### src/rtl/vec_seq_pkg.sv
// Shared types and constants for the lane-serial vector op sequencer.
// One 32-bit ALU lane is time-multiplexed across the five vector lanes.
package vec_seq_pkg;

  localparam int WIDTH   = 32;
  localparam int LANES   = 5;
  localparam int RADDR_W = 4;
  localparam int CNT_W   = 3;

  localparam logic [2:0] ALU_ADD = 3'b000;
  localparam logic [2:0] ALU_SUB = 3'b001;
  localparam logic [2:0] ALU_AND = 3'b010;
  localparam logic [2:0] ALU_ORR = 3'b011;

  typedef enum logic [1:0] {
    IDLE,
    RUN,
    DRAIN
  } state_t;

endpackage

### src/rtl/vec_op_sequencer_lane_ctr.sv
// Loadable, hold-able lane counter with a terminal-count flag.
// Saturates at the last lane so it never wraps.
module vec_lane_ctr
  import vec_seq_pkg::*;
(
  input  logic             clk,
  input  logic             reset,
  input  logic             load,
  input  logic             hold,
  input  logic             en,
  output logic [CNT_W-1:0] cnt,
  output logic             tc
);

  assign tc = (cnt == CNT_W'(LANES - 1));

  always_ff @(posedge clk or negedge reset) begin
    if (!reset) begin
      cnt <= '0;
    end else if (load) begin
      cnt <= '0;
    end else if (en && !hold && !tc) begin
      cnt <= cnt + 1'b1;
    end
  end

endmodule

### src/rtl/vec_op_sequencer.sv
// Executes one vector op lane by lane: a read stage feeding an
// execute/writeback stage, with the two stages overlapped.
module vec_op_sequencer
  import vec_seq_pkg::*;
(
  input  logic               clk,
  input  logic               reset,
  input  logic               req_valid,
  output logic               req_ready,
  input  logic [2:0]         req_op,
  input  logic [RADDR_W-1:0] req_src,
  input  logic [RADDR_W-1:0] req_dst,
  input  logic [WIDTH-1:0]   req_imm,
  input  logic               hold,
  output logic [RADDR_W-1:0] rd_addr,
  output logic [2:0]         rd_lane,
  input  logic [WIDTH-1:0]   rd_data,
  output logic [WIDTH-1:0]   alu_a,
  output logic [WIDTH-1:0]   alu_b,
  output logic [2:0]         alu_op,
  input  logic [WIDTH-1:0]   alu_result,
  output logic               wr_en,
  output logic [RADDR_W-1:0] wr_addr,
  output logic [2:0]         wr_lane,
  output logic [WIDTH-1:0]   wr_data,
  output logic               busy,
  output logic               done,
  output logic               zero_all
);

  state_t state;
  state_t state_nxt;

  logic [2:0]         op_q;
  logic [RADDR_W-1:0] src_q;
  logic [RADDR_W-1:0] dst_q;
  logic [WIDTH-1:0]   imm_q;
  logic [WIDTH-1:0]   opnd_q;
  logic [2:0]         wr_lane_q;
  logic [2:0]         rd_cnt;
  logic               wr_vld;
  logic               zero_acc;
  logic               rd_tc;

  logic accept;
  logic run_go;
  logic drain_go;
  logic wr_act;
  logic zero_nxt;

  assign busy      = (state != IDLE);
  assign req_ready = (state == IDLE) && !hold;
  assign accept    = req_ready && req_valid;
  assign run_go    = (state == RUN) && !hold;
  assign drain_go  = (state == DRAIN) && !hold;
  assign wr_act    = busy && wr_vld;
  assign wr_en     = wr_act && !hold;
  assign zero_nxt  = zero_acc && (alu_result == '0);

  vec_lane_ctr u_rd_ctr (
    .clk   (clk),
    .reset (reset),
    .load  (accept),
    .hold  (hold),
    .en    (state == RUN),
    .cnt   (rd_cnt),
    .tc    (rd_tc)
  );

  always_comb begin
    state_nxt = state;
    unique case (state)
      IDLE:    if (accept) state_nxt = RUN;
      RUN:     if (run_go && rd_tc) state_nxt = DRAIN;
      DRAIN:   if (!hold) state_nxt = IDLE;
      default: state_nxt = IDLE;
    endcase
  end

  always_ff @(posedge clk or negedge reset) begin
    if (!reset) begin
      state <= IDLE;
    end else begin
      state <= state_nxt;
    end
  end

  always_ff @(posedge clk or negedge reset) begin
    if (!reset) begin
      op_q      <= '0;
      src_q     <= '0;
      dst_q     <= '0;
      imm_q     <= '0;
      opnd_q    <= '0;
      wr_lane_q <= '0;
      wr_vld    <= 1'b0;
      zero_acc  <= 1'b0;
      zero_all  <= 1'b0;
      done      <= 1'b0;
    end else begin
      done <= drain_go;
      if (accept) begin
        op_q     <= req_op;
        src_q    <= req_src;
        dst_q    <= req_dst;
        imm_q    <= req_imm;
        wr_vld   <= 1'b0;
        zero_acc <= 1'b1;
        zero_all <= 1'b0;
      end
      if (run_go) begin
        opnd_q    <= rd_data;
        wr_lane_q <= rd_cnt;
        wr_vld    <= 1'b1;
      end
      if (wr_en) begin
        zero_acc <= zero_nxt;
      end
      // Last lane's result folds into the flag on the same edge as done.
      if (drain_go) begin
        zero_all <= zero_nxt;
        wr_vld   <= 1'b0;
      end
    end
  end

  assign rd_addr = busy ? src_q : '0;
  assign rd_lane = busy ? rd_cnt : '0;
  assign alu_a   = wr_act ? opnd_q : '0;
  assign alu_b   = wr_act ? imm_q : '0;
  assign alu_op  = wr_act ? op_q : ALU_ADD;
  assign wr_addr = wr_act ? dst_q : '0;
  assign wr_lane = wr_act ? wr_lane_q : '0;
  assign wr_data = alu_result;

endmodule

### config.mk
export PLATFORM = sky130hd
export DESIGN_NAME = vec_op_sequencer
export DESIGN_NICKNAME = d
export VERILOG_FILES = /design/src/rtl/vec_seq_pkg.sv /design/src/rtl/vec_op_sequencer_lane_ctr.sv /design/src/rtl/vec_op_sequencer.sv
export SDC_FILE = /design/constraint.sdc
export NUM_CORES = 1
export LEC_CHECK = 0
export ABC_AREA = 1
export CELL_PAD_IN_SITES_DETAIL_PLACEMENT = 1
export CELL_PAD_IN_SITES_GLOBAL_PLACEMENT = 1
export CORE_MARGIN = 2
export CORE_UTILIZATION = 29
export DETAILED_ROUTE_END_ITERATION = 6
export PLACE_DENSITY = 0.95
export SLEW_MARGIN = 40
export SYNTH_ARGS = -nofsm -noshare
export SYNTH_HDL_FRONTEND = slang
export SYNTH_SLANG_ARGS = --single-unit
### constraint.sdc
create_clock -name clk -period 3.36 [get_ports clk]
set_clock_uncertainty 0.1 [all_clocks]
set_input_delay 1.008 -clock clk [delete_from_list [all_inputs] [get_ports clk]]
set_output_delay 1.008 -clock clk [all_outputs]
set_load 0.01 [all_outputs]
==> flow_summary.ini, run 1 <==
[cts]
clock_sinks = 87
clk-insertion-delay-late_ns = 0.34
cts-root-buf = clkbuf_16
cts_tree = built
clock_path_buffers = 2
clkTransAtPathRegs_ns = 0.06
cts_inserted_buffers = 9
cts_max_level = 3

[place]
dp_hpwl_mm = 10.45
place.gp.congestion = 0.7654
place.port_buffers = 228
dp.cells = 894

[global_routing]
first_global_vias = 4389
antenna_found_initial = 0
grt_pass1_wl_mm = 20.92
grt_util_all_layers = 0.1776
overflow = 0
grt_max_degree = 63

[routing]
dr.pass1.iters = 4
via_per_inst = 4.428
drc = 0
vias = 4038
wirelength_mm = 13.52
dr.first_iter.drc_count = 154
drtAntennaViolNets = 0
wl_per_cell_um = 14.83

[timing]
hold_ws_ns = 0.3997
drv_slew = 0
setup_viol = 0
timing.final.crit_period_ns = 3.211
relSlewSlack = 0.7215
fin_crit_sh = 0.9558
hold_viol = 0
fmax_mhz = 311.4
worst_pin_slew_ns = 0.4172
grt_setup_unrepaired = no

[floorplanning]
num_rows = 43
pin_count = 229
core_um2 = 13990
initial_utilization = 0.2992
fp.dieW_um = 124.1
die_h_um = 124.1
dieArea_um2 = 15410

[setup_path]
cp_cell_sequence = clkdlybuf4s50_1, clkdlybuf4s50_1
required_ns = 2.25
path_delay_family = buffers and inverters
critPathBufInv = 2
startpoint_type = primary input
crit_type = primary input to output pin
arrival_ns = 2.10
cpMaxStageDelayCell = clkdlybuf4s50_1
crit_fanout = 2
critPathCaptureType = output pin
crit_path_frequent_cell = clkdlybuf4s50_1
cpPeakStageDelay_ns = 0.56

[yosys]
synth_area_per_cell_um2 = 7.852
synthCells = 533
synth_warnings = 0
netlist_area_um2 = 4185
ys_seq_area_frac = 0.5202
synthDistinctLibCells = 20
ys_ff_latch = 87
syn-num-nets = 646

[final_layout]
final_cells = 912
syn2layout_area_growth_pct = 61.38
layout_common_cells = 226 x clkdlybuf4s50_1, 106 x nor2_1, 99 x nand2_1
nets = 840
antenna_cells = 0
drive_gt1_frac = 0.05055
layout_commonest_cell = clkdlybuf4s50_1

[hold_path]
hp-class = flop to flop

[flow_run]
maxCapViolations = 0

[power_and_ir_drop]
vdd_drop_max_mv = 0.2927
p_leak_nw = 3.017
power_density_nw_per_um2 = 826.1

[run_status]
outcome = complete, no violations
[sequential cells by signal, summed over array words and instances, names as in the netlist]
name          flops
wr_lane_q         3
u_rd_ctr.cnt      3
imm_q            32
src_q             4
zero_acc          1
opnd_q           32
wr_vld            1
op_q              3
state             2
zero_all          1
dst_q             4
done              1
[repair_timing]
item	in CTS	in global routing
gates resized for setup	1	0
endpoints found under the setup margin	69	0
setup buffers	2	0
hold buffers	0	0
[worst register-to-register path, delay by kind of cell, from the launching register on]
kind                   cells  cell delay [ns]
flip-flops                 1             0.44
AO/OA/AOI/OAI              1             0.12
AND/OR/NAND/NOR            4             0.26
buffers and inverters      4             0.90
[metal layers]
layer,part of all wire,GRT usage
met5,0,0
met4,0.029,0.08427
met3,0.064,0.04258
met2,0.52,0.3272
met1,0.39,0.1892
[cell usage after synthesis]
cell,number,share of area
nor2_1,106,0.095
nand2_1,100,0.090
dfrtp_1,87,0.52
inv_1,86,0.077
o21ai_0,51,0.061
buf_4,32,0.057
o21ai_1,30,0.036
buf_2,14,0.017
clkbuf_1,6,0.0054
buf_6,4,0.011
nand3_1,4,0.0048
ha_1,2,0.0060
nor2_4,2,0.0054
o22ai_1,2,0.0030
or2_2,2,0.0030
and2_0,1,0.0015
clkinv_2,1,0.0012
inv_2,1,0.00090
nand2_4,1,0.0027
nand3_2,1,0.0024
[cells by family (layout without fill, tap and decap cells)]
logic type / count (synthesis) / count (layout) / synth area share
compound gates: 83 / 83 / 0.09985
fa+ha+maj: 2 / 2 / 0.005978
buf+inv: 144 / 343 / 0.1695
flops: 87 / 87 / 0.5202
simple gates: 217 / 217 / 0.2045
[per-stage QoR]
stage | utilization | TNS (ns) | instance area, um^2 | total power (W) | worst slack [ns]
2_1_floorplan | - | 0 | 4185 | 0.003050 | 1.011
3_3_place_gp | 0.4607 | -0.05891 | 6445 | 0.004511 | -0.04671
3_5_place_dp | 0.4607 | -0.03465 | 6445 | 0.004640 | -0.03465
4_1_cts | 0.4828 | 0 | 6754 | 0.005678 | 0.1309
5_1_grt | 0.4828 | 0 | 6754 | 0.006007 | 0.06453
6_report | 0.4828 | 0 | 6754 | 0.005579 | 0.1486
[cell type report]
cell class	instances	area [um^2]
clock buffer	13	280.3
clock inverter	3	15.01
fill	1674	7234
inverter	88	331.6
tap	180	225.2
multi-input combinational	302	1301
sequential	87	2177
timing repair buffer	239	2424
[where the power goes]
group	total [W]	switching, W	internal, W
logic	0.00292	0.00151	0.00141
clock network	0.000979	0.000401	0.000578
registers	0.00168	0.000151	0.00153
[worst paths after layout]
path | slack, ns | from | depth (start not counted) | end
setup / recovery | 0.15 | alu_result[24] | 2 | wr_data[24]
hold / removal | 0.40 | wr_lane_q[1]$_DFFE_PN0P_ | 2 | wr_lane_q[1]$_DFFE_PN0P_
setup reg to reg | 1.43 | state[0]$_DFFE_PN0P_ | 9 | zero_acc$_DFFE_PN0P_
hold reg to reg | 0.40 | wr_lane_q[1]$_DFFE_PN0P_ | 2 | wr_lane_q[1]$_DFFE_PN0P_
max in group asynchronous | 2.10 | reset | 2 | src_q[0]$_DFFE_PN0P_
min in group asynchronous | 0.47 | reset | 1 | opnd_q[13]$_DFFE_PN0P_
(Power assumes the default switching activity.)
==> run 2, diff against run 1 <==
Settings changed: CELL_PAD_IN_SITES_DETAIL_PLACEMENT 1 to not set, CELL_PAD_IN_SITES_GLOBAL_PLACEMENT 1 to not set, CORE_MARGIN 2 to not set, CORE_UTILIZATION 29 to 42.
==> flow_summary.ini, run 2 (synthesis gave the netlist of run 1 again) <==
[final_layout]
top_regs = imm_q (32), opnd_q (32)
layout_commonest_cell = clkdlybuf4s50_1
syn2layout_area_growth_pct = 57.64
nets = 837
antenna_cells = 0
layout_common_cells = 225 x clkdlybuf4s50_1, 105 x nor2_1, 99 x nand2_1
drive_gt1_frac = 0.04664
final_cells = 862
fillers = 770

[cts]
cts-hold-fix-buffers = 0
cts_max_level = 3
clock_path_buffers = 2
clock_sinks = 87
clk-insertion-delay-late_ns = 0.34
cts_tree = built
cts-root-buf = clkbuf_8
clkTransAtPathRegs_ns = 0.09
cts_inserted_buffers = 9

[routing]
vias = 3953
drc = 0
wl_per_cell_um = 13.73
dr.pass1.iters = 4
via_per_inst = 4.586
drtAntennaViolNets = 0
wirelength_mm = 11.83
dr.first_iter.drc_count = 130

[floorplanning]
die_h_um = 101.8
dieArea_um2 = 10370
fp.dieW_um = 101.8
initial_utilization = 0.4302
pin_count = 229
num_rows = 36
core_um2 = 9729

[power_and_ir_drop]
vdd_drop_max_mv = 0.4604
p_leak_nw = 2.965
power_density_nw_per_um2 = 820.1

[global_routing]
met2_usage = 0.4148
grt_max_degree = 88
grt_pass1_wl_mm = 17.68
grt_util_all_layers = 0.2236
first_global_vias = 3952
grtUsageMet3 = 0.04036
antenna_found_initial = 0
globalRoute.busiestLayer = met2
grtUsageMet1 = 0.2477
overflow = 0

[timing]
relSlewSlack = 0.5491
worst_pin_slew_ns = 0.6764
grt_setup_unrepaired = no
drv_slew = 0
timing.final.crit_period_ns = 3.212
setup_viol = 0
fmax_mhz = 311.4
setup_slack_ns = 0.1483
hold_viol = 0
fin_crit_sh = 0.9559

[place]
place_ws_ns = -0.1188
dp_hpwl_mm = 8.591
place.gp.congestion = 0.8360
place.port_buffers = 228
dp.cells = 842

[setup_path]
startpoint_type = flop
critPathCaptureType = output pin
crit_fanout = 37
arrival_ns = 2.10
required_ns = 2.25
crit_type = flop to output pin

[run_status]
outcome = complete, no violations

[hold_path]
hp-class = flop to flop

[flow_run]
maxCapViolations = 0
-- run 2: cell count changes in the layout (fill, tap and decap cells not counted), moves of 2 or more --
| cell | previous run | this run |
|---|---|---|
| buf_12 | 5 | 3 |
| buf_4 | 7 | 4 |
| bufinv_16 | 0 | 2 |
| clkbuf_16 | 9 | 1 |
| clkbuf_8 | 4 | 10 |
| clkinv_2 | 4 | 2 |
-- run 2: timing repair --
action | CTS | global route
resized for setup | 3 | 0
setup endpoints to repair | 5 | 73
gates cloned | 0 | 1
setup buffers | 0 | 3
pin swaps | 1 | 1
-- run 2: cell type report --
type / instances / area (um^2) / share of cell area
sequential: 87 / 2177 / 0.3300
tap: 133 / 166.4 / 0.02522
multi-input combinational: 302 / 1304 / 0.1976
timing repair buffer: 236 / 2399 / 0.3635
inverter: 88 / 331.6 / 0.05026
clock inverter: 6 / 92.59 / 0.01403
clock buffer: 10 / 127.6 / 0.01934
-- run 2: worst max-delay path: stages, from the launching register on --
cell and delay, ns:
dfrtp_1 0.44, nor2_4 0.19, inv_2 0.09, nand2_2 0.18, buf_12 0.24, nor2_1 0.09
clkdlybuf4s50_1 0.50
-- run 2: power breakdown --
part           switching (W)  internal, W
Combinational        0.00149      0.00143
Clock               0.000383     0.000426
Sequential          0.000156      0.00152
-- run 2: worst paths after layout --
| check | startpoint | endpoint | slack (ns) | cells past startpoint |
|---|---|---|---|---|
| worst max-delay path | state[0]$_DFFE_PN0P_ | alu_b[13] | 0.15 | 6 |
| worst min-delay path | wr_lane_q[0]$_DFFE_PN0P_ | wr_lane_q[0]$_DFFE_PN0P_ | 0.40 | 2 |
| worst max register to register | state[0]$_DFFE_PN0P_ | imm_q[13]$_DFFE_PN0P_ | 1.61 | 7 |
| worst min register to register | wr_lane_q[0]$_DFFE_PN0P_ | wr_lane_q[0]$_DFFE_PN0P_ | 0.40 | 2 |
| max in group asynchronous | reset | imm_q[0]$_DFFE_PN0P_ | 2.10 | 1 |
| min in group asynchronous | reset | opnd_q[30]$_DFFE_PN0P_ | 0.60 | 1 |
-- run 2: through the flow --
stage	power [W]	hold WS [ns]	utilization	instance area (um^2)	setup TNS (ns)
final	0.005411	0.3989	0.6781	6598	0
after global routing	0.005799	0.4444	0.6781	6598	0
after CTS	0.005353	0.3980	0.6730	6548	0
after detailed placement	0.004534	0.3765	0.6503	6327	-0.1211
after global placement	0.004399	0.3682	0.6499	6324	-0.1456
after floorplan	0.003050	0.3530	-	4185	0
-- run 2: routing by layer --
metal	wire length, um	share of wire
met5	0	0
met4	293	0.025
met3	592	0.050
met2	6270	0.53
met1	4674	0.40
==> run 3, diff against run 2 <==
Settings changed: ABC_AREA 1 to not set, SKIP_LAST_GASP set to 1.
==> flow_summary.ini, run 3 <==
[routing]
vias = 3203
dr.pass1.iters = 5
drc = 0
wl_per_cell_um = 15.71
drtAntennaViolNets = 0
via_per_inst = 4.724
dr.first_iter.drc_count = 39
wirelength_mm = 10.65

[timing]
fmax_mhz = 310.3
hold_ws_ns = 0.3812
drv_slew = 0
setup_slack_ns = 0.1376
grt_setup_unrepaired = no
fin_crit_sh = 0.9590
relSlewSlack = 0.6330
setup_viol = 0
timing.final.crit_period_ns = 3.222
worst_pin_slew_ns = 0.5506
hold_viol = 0

[floorplanning]
dieArea_um2 = 10350
pin_count = 229
core_um2 = 9729
fp.dieW_um = 101.8
initial_utilization = 0.4295
num_rows = 36
die_h_um = 101.8

[yosys]
netlist_top_cells_area = dfrtp_1 52%, mux2_1 21%, and2_1 11%
ys.flop_type = dfrtp_1
ys_ff_latch = 87
synthTopCellsByCount = 87 x dfrtp_1, 78 x mux2_1, 75 x and2_1
netlist_area_um2 = 4179
syn-num-nets = 458
synth_top_area_cell = dfrtp_1
synth_edf_count = 0
synthArstFlopShare = 1.000
synthCells = 345
synthDistinctLibCells = 29
yosysMostFrequentCell = dfrtp_1
synth_area_per_cell_um2 = 12.11
synth_warnings = 0
synth.top_cell.area_share = 0.5210
ys_seq_area_frac = 0.5210

[cts]
cts_max_level = 3
clk-insertion-delay-late_ns = 0.36
cts-root-buf = clkbuf_8
cts_tree = built
postCtsSetupBuffers = 0
clock_path_buffers = 2
clkTransAtPathRegs_ns = 0.09
cts_inserted_buffers = 9
clock_sinks = 87

[place]
place.port_buffers = 228
place.gp.congestion = 0.7127
dp_hpwl_mm = 7.893
place_ws_ns = -0.04553
dp.cells = 663

[setup_path]
critPathBufInv = 2
arrival_ns = 2.11
cpMaxStageDelayCell = clkdlybuf4s50_1
required_ns = 2.25
critPathCaptureType = output pin
crit_fanout = 33
startpoint_type = flop
cp_cell_sequence = nor2_1, nor2b_4, buf_4, and2_1, clkdlybuf4s50_1
path_delay_family = buffers and inverters
cpPeakStageDelay_ns = 0.55
crit_type = flop to output pin

[global_routing]
grt_max_degree = 50
first_global_vias = 3361
grt_pass1_wl_mm = 16.39
antenna_found_initial = 0
grt_util_all_layers = 0.2089
overflow = 0

[power_and_ir_drop]
power_density_nw_per_um2 = 852.7
p_sw_w = 0.001840
pwr-share-clk = 0.146
seqPwrFrac = 0.319
p_comb_frac = 0.536
sw_frac_of_total = 0.3270
p_leak_nw = 2.731
vdd_drop_max_mv = 0.4678
cell_internal_pwr_w = 0.003788

[final_layout]
drive_gt1_frac = 0.04771
top_regs = imm_q (32), opnd_q (32)
fillers = 717
antenna_cells = 0
syn2layout_area_growth_pct = 57.93
final_cells = 678
multi_input_area_um2 = 1657
layout_commonest_cell = clkdlybuf4s50_1
final-seq-area_um2 = 2177
layout_common_cells = 225 x clkdlybuf4s50_1, 87 x dfrtp_1, 78 x mux2_1
nets = 654

[run_status]
outcome = complete, no violations

[flow_run]
maxCapViolations = 0

[hold_path]
hp-class = flop to flop
[run 3: changes by cell type in the layout (fill, tap and decap cells not counted), sizes merged, moves of 6 or more]
cell,change
nor4,+6
nor2b,+7
nand2,-94
and2,+74
mux2,+78
inv,-83
o21ai,-79
nor2,-100
[run 3: final cells by class]
type	count	area share
Tap cell	133	0.02521
Sequential cell	87	0.3299
Clock buffer	11	0.02142
Timing Repair Buffer	235	0.3585
Clock inverter	4	0.01175
Inverter	4	0.002275
Multi-Input combinational cell	204	0.2510
[run 3: power groups by stage]
stage	clock, W	sequential [W]	combinational [W]
floorplan	0	0.00172	0.00147
global placement	0	0.00177	0.00295
detailed placement	0	0.00182	0.00303
CTS	0.000843	0.00180	0.00305
global route	0.000885	0.00187	0.00326
finish	0.000820	0.00179	0.00301
[run 3: kinds of logic after synthesis]
family	after synthesis	synth area share
mux	78	0.2102
buf+inv	54	0.08593
flops	87	0.5210
xor+xnor	1	0.002096
fa+ha+maj	2	0.005987
simple gates	116	0.1653
compound gates	7	0.009579
[run 3: timing repair]
item / CTS / global route
resized for setup: 1 / 3
hold buffers: 0 / 0
cloned: 0 / 0
endpoints found under the setup margin: 1 / 42
pin swaps: 0 / 0
[run 3: path summary, 6_finish.rpt]
kind / depth (start not counted) / endpoint / slack (ns) / start
min in group asynchronous: 1 / opnd_q[11]$_DFFE_PN0P_ / 0.52 / reset
worst max-delay path: 5 / alu_b[1] / 0.14 / state[1]$_DFFE_PN0P_
max in group asynchronous: 2 / src_q[3]$_DFFE_PN0P_ / 1.97 / reset
worst min register to register: 1 / opnd_q[6]$_DFFE_PN0P_ / 0.38 / opnd_q[6]$_DFFE_PN0P_
worst max register to register: 5 / u_rd_ctr.cnt[0]$_DFFE_PN0P_ / 1.60 / state[0]$_DFFE_PN0P_
worst min-delay path: 1 / opnd_q[6]$_DFFE_PN0P_ / 0.38 / opnd_q[6]$_DFFE_PN0P_
[run 3: stage by stage]
step	area [um^2]	total power, W	utilization	TNS, ns
global route	6600	0.006016	0.6784	0
global placement	6372	0.004723	0.6550	-0.03755
CTS	6590	0.005692	0.6773	0
finish	6600	0.005628	0.6784	0
floorplan	4179	0.003192	-	0
detailed placement	6372	0.004847	0.6550	-0.04553
[run 3: per-layer routing]
layer | vias up | global-route usage | share of wire
li1 | 1512 | - | -
met2 | 118 | 0.3617 | 0.50
met5 | - | 0 | 0
met3 | 14 | 0.06556 | 0.073
met4 | 0 | 0.07358 | 0.014
met1 | 1559 | 0.2438 | 0.41
